<file path="src/rtl/sdram_arbiter.sv">
// sdram_arbiter: shares the SDRAM controller port between the ioctl loader
// (byte writes packed into 16-bit words) and the video line fetcher (word
// reads). Video has priority, bounded by a streak limit while writes wait.
module sdram_arbiter #(
    parameter int ADDR_W         = 24,
    parameter int VID_STREAK_MAX = 4
) (
    input  logic              clk_ram,
    input  logic              reset,
    input  logic              ld_download,
    input  logic              ld_wr,
    input  logic [ADDR_W:0]   ld_addr,
    input  logic [7:0]        ld_data,
    output logic              ld_wait,
    input  logic              vid_req,
    input  logic [ADDR_W-1:0] vid_addr,
    output logic              vid_ack,
    output logic [15:0]       vid_data,
    output logic              vid_valid,
    output logic              mem_req,
    output logic              mem_we,
    output logic [ADDR_W-1:0] mem_addr,
    output logic [15:0]       mem_din,
    output logic [1:0]        mem_be,
    input  logic              mem_ready,
    input  logic [15:0]       mem_dout,
    input  logic              mem_dout_valid
);
    typedef struct packed {
        logic [ADDR_W-1:0] addr;
        logic [15:0]       data;
        logic [1:0]        be;
    } wr_entry_t;

    typedef enum logic [1:0] {IDLE, ISSUE, RD_WAIT} state_t;

    localparam int STREAK_W = $clog2(VID_STREAK_MAX + 1);
    localparam logic [STREAK_W-1:0] STREAK_LIMIT = STREAK_W'(VID_STREAK_MAX);

    // Write queue (2 entries) and the pending even-byte partial word
    wr_entry_t         q_mem [2];
    logic              q_wr_ptr;
    logic              q_rd_ptr;
    logic [1:0]        q_count;
    logic              part_valid;
    logic [ADDR_W-1:0] part_addr;
    logic [7:0]        part_data;

    state_t            state;
    logic [STREAK_W-1:0] streak;

    logic [ADDR_W-1:0] byte_word;
    logic              byte_odd;
    logic              same_word;
    logic              flush_pending;
    logic              accept;
    logic              pop;
    logic              push0;
    logic              push1;
    logic              part_set;
    logic              part_clr;
    wr_entry_t         part_entry;
    wr_entry_t         odd_entry;
    wr_entry_t         push0_entry;
    wr_entry_t         push1_entry;

    assign byte_word     = ld_addr[ADDR_W:1];
    assign byte_odd      = ld_addr[0];
    assign same_word     = part_valid && (part_addr == byte_word);
    assign flush_pending = !ld_download && part_valid;
    assign ld_wait       = (q_count != 2'd0) || flush_pending;

    assign part_entry = '{addr: part_addr, data: {8'h00, part_data}, be: 2'b01};
    assign odd_entry  = '{addr: byte_word, data: {ld_data, 8'h00}, be: 2'b10};

    // The controller takes the request on mem_req & mem_ready; a read is
    // acknowledged to video on that very cycle, a write retires its entry.
    assign accept  = (state == ISSUE) && mem_req && mem_ready;
    assign pop     = accept && mem_we;
    assign vid_ack = accept && !mem_we;

    // Byte packing: decide which words enter the queue this cycle (partial first)
    always_comb begin
        // NOTE: every output of this block gets a default first, so no path
        // leaves a value unassigned and no latch is inferred.
        push0       = 1'b0;
        push1       = 1'b0;
        push0_entry = part_entry;
        push1_entry = odd_entry;
        part_set    = 1'b0;
        part_clr    = 1'b0;
        if (ld_wr) begin
            if (!byte_odd) begin
                // An unrelated partial is retired before the new byte replaces it.
                push0    = part_valid && !same_word;
                part_set = 1'b1;
            end else if (same_word) begin
                push0       = 1'b1;
                push0_entry = '{addr: byte_word, data: {ld_data, part_data}, be: 2'b11};
                part_clr    = 1'b1;
            end else if (part_valid) begin
                push0    = 1'b1;
                push1    = 1'b1;
                part_clr = 1'b1;
            end else begin
                push0       = 1'b1;
                push0_entry = odd_entry;
            end
        end else if (flush_pending && (q_count != 2'd2)) begin
            push0    = 1'b1;
            part_clr = 1'b1;
        end
    end

    // Queue storage: written on push, never cleared
    always_ff @(posedge clk_ram) begin
        // NOTE: sequential state uses non-blocking assignments so every flop
        // samples pre-edge values. The storage array has no reset: the
        // pointers and count define which entries are live, so clearing those
        // empties the queue.
        if (push0) q_mem[q_wr_ptr]  <= push0_entry;
        if (push1) q_mem[~q_wr_ptr] <= push1_entry;
    end

    // Queue pointers, occupancy and the partial word
    always_ff @(posedge clk_ram) begin
        if (reset) begin
            q_wr_ptr   <= 1'b0;
            q_rd_ptr   <= 1'b0;
            q_count    <= 2'd0;
            part_valid <= 1'b0;
            part_addr  <= '0;
            part_data  <= 8'h00;
        end else begin
            q_wr_ptr <= q_wr_ptr ^ push0 ^ push1;
            if (pop) q_rd_ptr <= ~q_rd_ptr;
            q_count  <= q_count + {1'b0, push0} + {1'b0, push1} - {1'b0, pop};
            if (part_set) begin
                part_valid <= 1'b1;
                part_addr  <= byte_word;
                part_data  <= ld_data;
            end else if (part_clr) begin
                part_valid <= 1'b0;
            end
        end
    end

    // Arbitration FSM: one transaction at a time, all memory-side outputs registered
    always_ff @(posedge clk_ram) begin
        if (reset) begin
            state     <= IDLE;
            streak    <= '0;
            mem_req   <= 1'b0;
            mem_we    <= 1'b0;
            mem_addr  <= '0;
            mem_din   <= 16'h0000;
            mem_be    <= 2'b00;
            vid_data  <= 16'h0000;
            vid_valid <= 1'b0;
        end else begin
            vid_valid <= 1'b0;
            // The starvation guard only matters while a write is waiting.
            if (q_count == 2'd0) streak <= '0;
            case (state)
                IDLE: begin
                    if (vid_req && ((q_count == 2'd0) || (streak < STREAK_LIMIT))) begin
                        mem_req  <= 1'b1;
                        mem_we   <= 1'b0;
                        mem_addr <= vid_addr;
                        mem_din  <= 16'h0000;
                        mem_be   <= 2'b11;
                        state    <= ISSUE;
                        if (q_count != 2'd0) streak <= streak + STREAK_W'(1);
                    end else if (q_count != 2'd0) begin
                        mem_req  <= 1'b1;
                        mem_we   <= 1'b1;
                        mem_addr <= q_mem[q_rd_ptr].addr;
                        mem_din  <= q_mem[q_rd_ptr].data;
                        mem_be   <= q_mem[q_rd_ptr].be;
                        streak   <= '0;
                        state    <= ISSUE;
                    end
                end
                ISSUE: begin
                    if (mem_ready) begin
                        mem_req <= 1'b0;
                        state   <= mem_we ? IDLE : RD_WAIT;
                    end
                end
                RD_WAIT: begin
                    if (mem_dout_valid) begin
                        vid_data  <= mem_dout;
                        vid_valid <= 1'b1;
                        state     <= IDLE;
                    end
                end
                default: state <= IDLE;
            endcase
        end
    end
endmodule
</file>
<file path="config.mk">
export PLATFORM = sky130hd
export DESIGN_NAME = sdram_arbiter
export DESIGN_NICKNAME = d
export VERILOG_FILES = /design/src/rtl/sdram_arbiter.sv
export SDC_FILE = /design/constraint.sdc
export NUM_CORES = 1
export LEC_CHECK = 0
export BUFFER_PORTS_ARGS = -buffer_cell sky130_fd_sc_hd__buf_4
export CAP_MARGIN = 30
export CORE_ASPECT_RATIO = 0.7
export CORE_MARGIN = 4
export CORE_UTILIZATION = 45
export CTS_CLUSTER_SIZE = 10
export DETAILED_ROUTE_END_ITERATION = 10
export HOLD_SLACK_MARGIN = 0.03
export PLACE_DENSITY = 0.72
export SLEW_MARGIN = 0
export SYNTH_ARGS = -nofsm -noshare
export SYNTH_HDL_FRONTEND = slang
export SYNTH_SLANG_ARGS = --single-unit
export TNS_END_PERCENT = 20
</file>
<file path="constraint.sdc">
create_clock -name clk_ram -period 9.1 [get_ports clk_ram]
set_clock_uncertainty 0.1 [all_clocks]
set_input_delay 1.82 -clock clk_ram [delete_from_list [all_inputs] [get_ports clk_ram]]
set_output_delay 1.82 -clock clk_ram [all_outputs]
set_load 0.01 [all_outputs]
</file>
== Yosys cells after proc, flatten, opt, wreduce, memory -nomap -nowiden ==
Memories as Yosys holds them, arrays and structs flattened. A register that Yosys moved wholly into a read port is not among the register bits.
Index checks and enable logic that the tools add are counted.

* Register bits after elaboration: 103
* Bits in writable memories: 84
* Input port bits: 80
* Output and inout bits: 63
* Memories kept: 1

* Add/subtract/negate cells: 4
* Magnitude comparators: 1
* Equal/unequal tests: 7
* Mux-type cells: 47
* Bitwise logic cells: 5
* Reduce and logical (&&, ||, !) cells: 25

{| class="wikitable"
|+ Memories
! name !! depth !! bits a word !! rd ports !! clocked after Yosys merged registers in !! write ports !! RTL line !! RTL
|-
| q_mem || 2 || 42 || 1 || 1 || 2 || 41 || <nowiki>wr_entry_t q_mem [2];</nowiki>
|}

{| class="wikitable"
|+ Operators by type and width
! operator !! count
|-
| $mux W42 || 4
|-
| $mux W24 || 2
|-
| $mux W16 || 2
|-
| $mux W1 || 25
|-
| $eq A24 B24 Y1 || 1
|-
| $mux W3 || 5
|-
| $mux W2 || 7
|-
| $logic_and A1 B1 Y1 || 9
|-
| $reduce_bool A2 Y1 || 4
|-
| $ne A2 B2 Y1 const B || 3
|-
| $pmux W2 S3 || 1
|-
| $reduce_and A3 Y1 || 2
|-
| $add A2 B1 Y2 || 2
|-
| $logic_not A2 Y1 || 2
|-
| $reduce_and A2 Y1 || 2
|-
| $add A3 B1 Y3 const B || 1
|-
| $logic_not A1 Y1 || 3
|-
| $lt A3 B3 Y1 const B || 1
|-
| $ne A3 B3 Y1 const B || 1
|-
| $not A1 Y1 || 3
|-
| $eq A2 B1 Y1 const B || 1
|-
| $eq A2 B2 Y1 const B || 1
|-
| $logic_or A1 B1 Y1 || 2
|-
| $pmux W1 S2 || 1
|-
| 3 further kinds || 4
|}

== Depth between registers and ports, before layout ==
* Depth after elaboration: 9
* Mapped depth: 12
* Gate-level depth less buffers: 12

== Worst setup path after synthesis ==
Ideal clock, no wire load.

* Path type: input to register
* Start: input ld_addr[5]
* End: memory q_mem[1][10] (netlist name) (enable)
* Library setup time: 0.466 ns
* Arrival time: 4.614 ns
* Data required time: 8.534 ns
* Setup slack: 3.920 ns
* Stages on the path: 6
* Path buffers: 0
* Cells stage by stage: xnor2_1 -> nand4_1 -> nor4_4 -> nand2_1 -> nand2_1 -> o21ai_0

{| class="wikitable"
|+ RTL lines
! what !! RTL line !! RTL
|-
| start: declaration || 12 || <nowiki>input logic [ADDR_W:0] ld_addr,</nowiki>
|-
| end: declaration || 41 ||
|}

==> results.py <==
metrics = {
    "yosys": {
        "async_flop_share": 0,
        "most_numerous_cell_types_in_the_synthesized_netlist": "nand2_1, dfxtp_1, a21oi_1",
        "netlist-cell-type-count": 43,
        "synth_top_area_frac": 0.302,
        "synthFlopType": "dfxtp_1",
        "synth_seq_cells": 188,
        "synth.area.top_cells": "dfxtp_1, edfxtp_1, nand2_1",
        "synth_edf_count": 64,
        "postSynthCellCount": 844,
        "cell_taking_the_most_area_after_synthesis": "dfxtp_1",
        "synth_area_per_cell_um2": 9.74,
        "synth.yosys.seq_area_share": 0.536,
        "synthMostInstantiatedCell": "nand2_1",
        "synth_area_um2": 8220,
        "yosysWarnings": 0,
        "synth_fp_nets": 929,
    },
    "worst_setup_path": {
        "worstSetupStartpointType": "primary input",
        "worstPathCellList": "buf_4 -> xnor2_1 -> nand4_1 -> nor4_4 -> nand2_1 -> nand2_1 -> a21oi_1 -> ha_1 -> buf_4 -> inv_1 -> o21bai_2 -> buf_8 -> a22o_1",
        "cpPeakStageDelay_ns": 0.45,
        "arrival_ns": 4.81,
        "classification_of_the_worst_setup_path": "primary input to flop",
        "critPathRequiredTime_ns": 9.18,
        "critPathCaptureType": "flop",
        "crit_path_top_delay_cell": "nor4_4",
        "timing.critical_path.fanout_max": 30,
    },
    "global_routing": {
        "maximum_number_of_pins_on_one_net_before_global_route_repair": 81,
        "grt_busiest_layer": "met1",
        "use_met3": 0.0606,
        "number_of_antenna_violations_at_the_first_check_in_global_routing": 2,
        "global_route.usage.total": 0.211,
        "grt_remaining_overflow": 0,
        "global_route_wire_length_before_repair_um": 34100,
        "first_global_vias": 6163,
        "grtUsageMet2": 0.306,
        "groute.layer.met1.usage": 0.313,
    },
    "clock_tree": {
        "cts_sinks": 188,
        "postCtsSetupRepairBufs": 0,
        "worstSkewPairLatency_ns": 0.43,
        "clock_tree.buffer_depth": 2,
        "cts_resized": 0,
        "cts-root-buf": "clkbuf_16",
        "cts_tree": "built",
        "tritoncts_buffer_count": 17,
        "ctsHtreeMaxLevel": 4,
        "clkSlewWorstSetupHoldPaths_ns": 0.07,
        "cts-hold-fix-buffers": 0,
    },
    "power": {
        "power.share.clock": 0.365,
        "power.share.switching": 0.263,
        "switching_power_summed_over_all_nets_uw": 535,
        "seq_power_share": 0.483,
        "leakage_nw": 3.73,
        "p_int_mw": 1.50,
        "combPwrFrac": 0.152,
        "power.density_nw_per_um2": 201,
        "vdd_drop_max_mv": 0.103,
    },
    "sta": {
        "period_needed_ns": 4.73,
        "whs_ns": 0.353,
        "maxSlewViolCount": 0,
        "rsz0062_at_grt": "false",
        "setup_viol": 0,
        "layout_worst_path_cycle_share": 0.520,
        "worst-slew-pin-transition_ns": 1.06,
        "fmax_mhz": 211,
        "max_slew_margin": 0.291,
        "hold_violations": 0,
        "final.setup.tns_ns": 0,
    },
    "placement": {
        "place.gp.congestion": 0.871,
        "postPlaceCellArea_um2": 9500,
        "detailedPlacementHpwl_um": 14600,
        "count_of_buffers_from_port_buffering": 142,
    },
    "routing": {
        "drtIter0Drc": 778,
        "vias": 6645,
        "route.detailed.wl_per_inst_um": 18.1,
        "routed_via_density": 5.53,
        "finalWirelength_um": 21800,
        "antenna_left": 0,
        "drc_errors": 0,
        "detailedRoute.firstPassIterationCount": 5,
    },
    "floorplanning": {
        "die_width_um": 170,
        "chipHeight_um": 121,
        "placeableCoreArea_um2": 18000,
        "die_area_um2": 20500,
        "initial_core_util": 0.458,
        "row_count": 41,
        "ioPinCount": 143,
    },
    "outcome": {
        "outcome": "finished clean",
    },
    "layout": {
        "design.final.nets": 1037,
        "final_instance_area_um2": 10100,
        "drive_above_1_share": 0.245,
        "fill_cells": 1624,
        "syn_to_final_growth_pct": 22.8,
    },
    "job": {
        "max-cap-violations": 0,
    },
    "hold_path": {
        "worst_hold_class": "flop to flop",
    },
}
layout by cell type (no fill, tap or decap), drive strengths merged, types with 16 or more instances in the layout:
master   Yosys  layout
clkbuf      57      21
mux2        16      16
edfxtp      64      64
o2bb2ai     18      18
and2        17      17
buf         10     156
nand3       20      20
mux2i       26      26
xnor2       26      26
a22oi       16      16
nand2      185     185
a31o        19      19
nor2        37      37
a21oi       96      96
o211ai      24      24
dfxtp      124     124
path summary, 6_finish.rpt:
check                                  from                         to  cells past startpoint  slack [ns]
setup / recovery                 ld_addr[7]     q_mem[1][30]$_DFFE_PP_                     13        4.37
hold / removal    mem_addr[19]$_SDFFE_PP0P_  mem_addr[19]$_SDFFE_PP0P_                      2        0.35
setup reg to reg  part_addr[6]$_SDFFE_PP0P_     q_mem[1][30]$_DFFE_PP_                     12        5.51
hold reg to reg   mem_addr[19]$_SDFFE_PP0P_  mem_addr[19]$_SDFFE_PP0P_                      2        0.35
registers in the layout, indices dropped and copies added, names as in the netlist, named ones only:
name and flops:
q_mem 84, mem_addr 24, part_addr 24, mem_din 16, vid_data 16, part_data 8, streak 3, mem_be 2
q_count 2, state 2, mem_req 1, mem_we 1, part_valid 1, q_rd_ptr 1, q_wr_ptr 1, vid_valid 1
power by group through the flow:
stage / clock network, mW / logic [mW] / registers, mW
floorplan: 0 / 0.171 / 0.999
global placement: 0 / 0.298 / 0.997
detailed placement: 0 / 0.306 / 0.999
CTS: 0.750 / 0.308 / 0.981
global route: 0.787 / 0.339 / 0.989
finish: 0.741 / 0.308 / 0.981
through the flow:
step	instances	total power, mW	utilization	setup slack (ns)
floorplan	844	1.17	-	3.92
global placement	1164	1.29	0.524	4.05
detailed placement	1169	1.31	0.529	3.99
CTS	1201	2.04	0.562	4.44
global route	1202	2.11	0.562	4.19
finish	1202	2.03	0.562	4.37
layout make-up:
cell class,count,area (um^2),area share
Antenna cell,1,2.50,0.000248
Clock buffer,21,472,0.0467
Clock inverter,11,116,0.0115
Inverter,7,26.3,0.00260
Multi-Input combinational cell,582,3550,0.352
Sequential cell,188,4410,0.437
Tap cell,236,295,0.0293
Timing Repair Buffer,156,1230,0.122
metal layers:
layer,vias up,part of all wire
met5,-,0.00060
met4,2,0.013
met3,24,0.092
met2,250,0.42
met1,3151,0.47
li1,3218,-
cells by family after synthesis:
| kind of cell | synth area share |
|---|---|
| AOI/OAI and AO/OA | 0.188 |
| xor gates and xnor gates | 0.0298 |
| and+or+nand+nor | 0.147 |
| DFF | 0.536 |
| adders and majority gates | 0.00852 |
| buffers and inverters | 0.0365 |
| muxes | 0.0536 |
critical path: cells and delay by family:
family,cells,cell delay [ns]
compound gates,3,0.59
buf+inv,4,0.97
simple gates,4,0.94
xor+xnor,1,0.23
fa+ha+maj,1,0.25
Power figures use the tool's default switching activity.
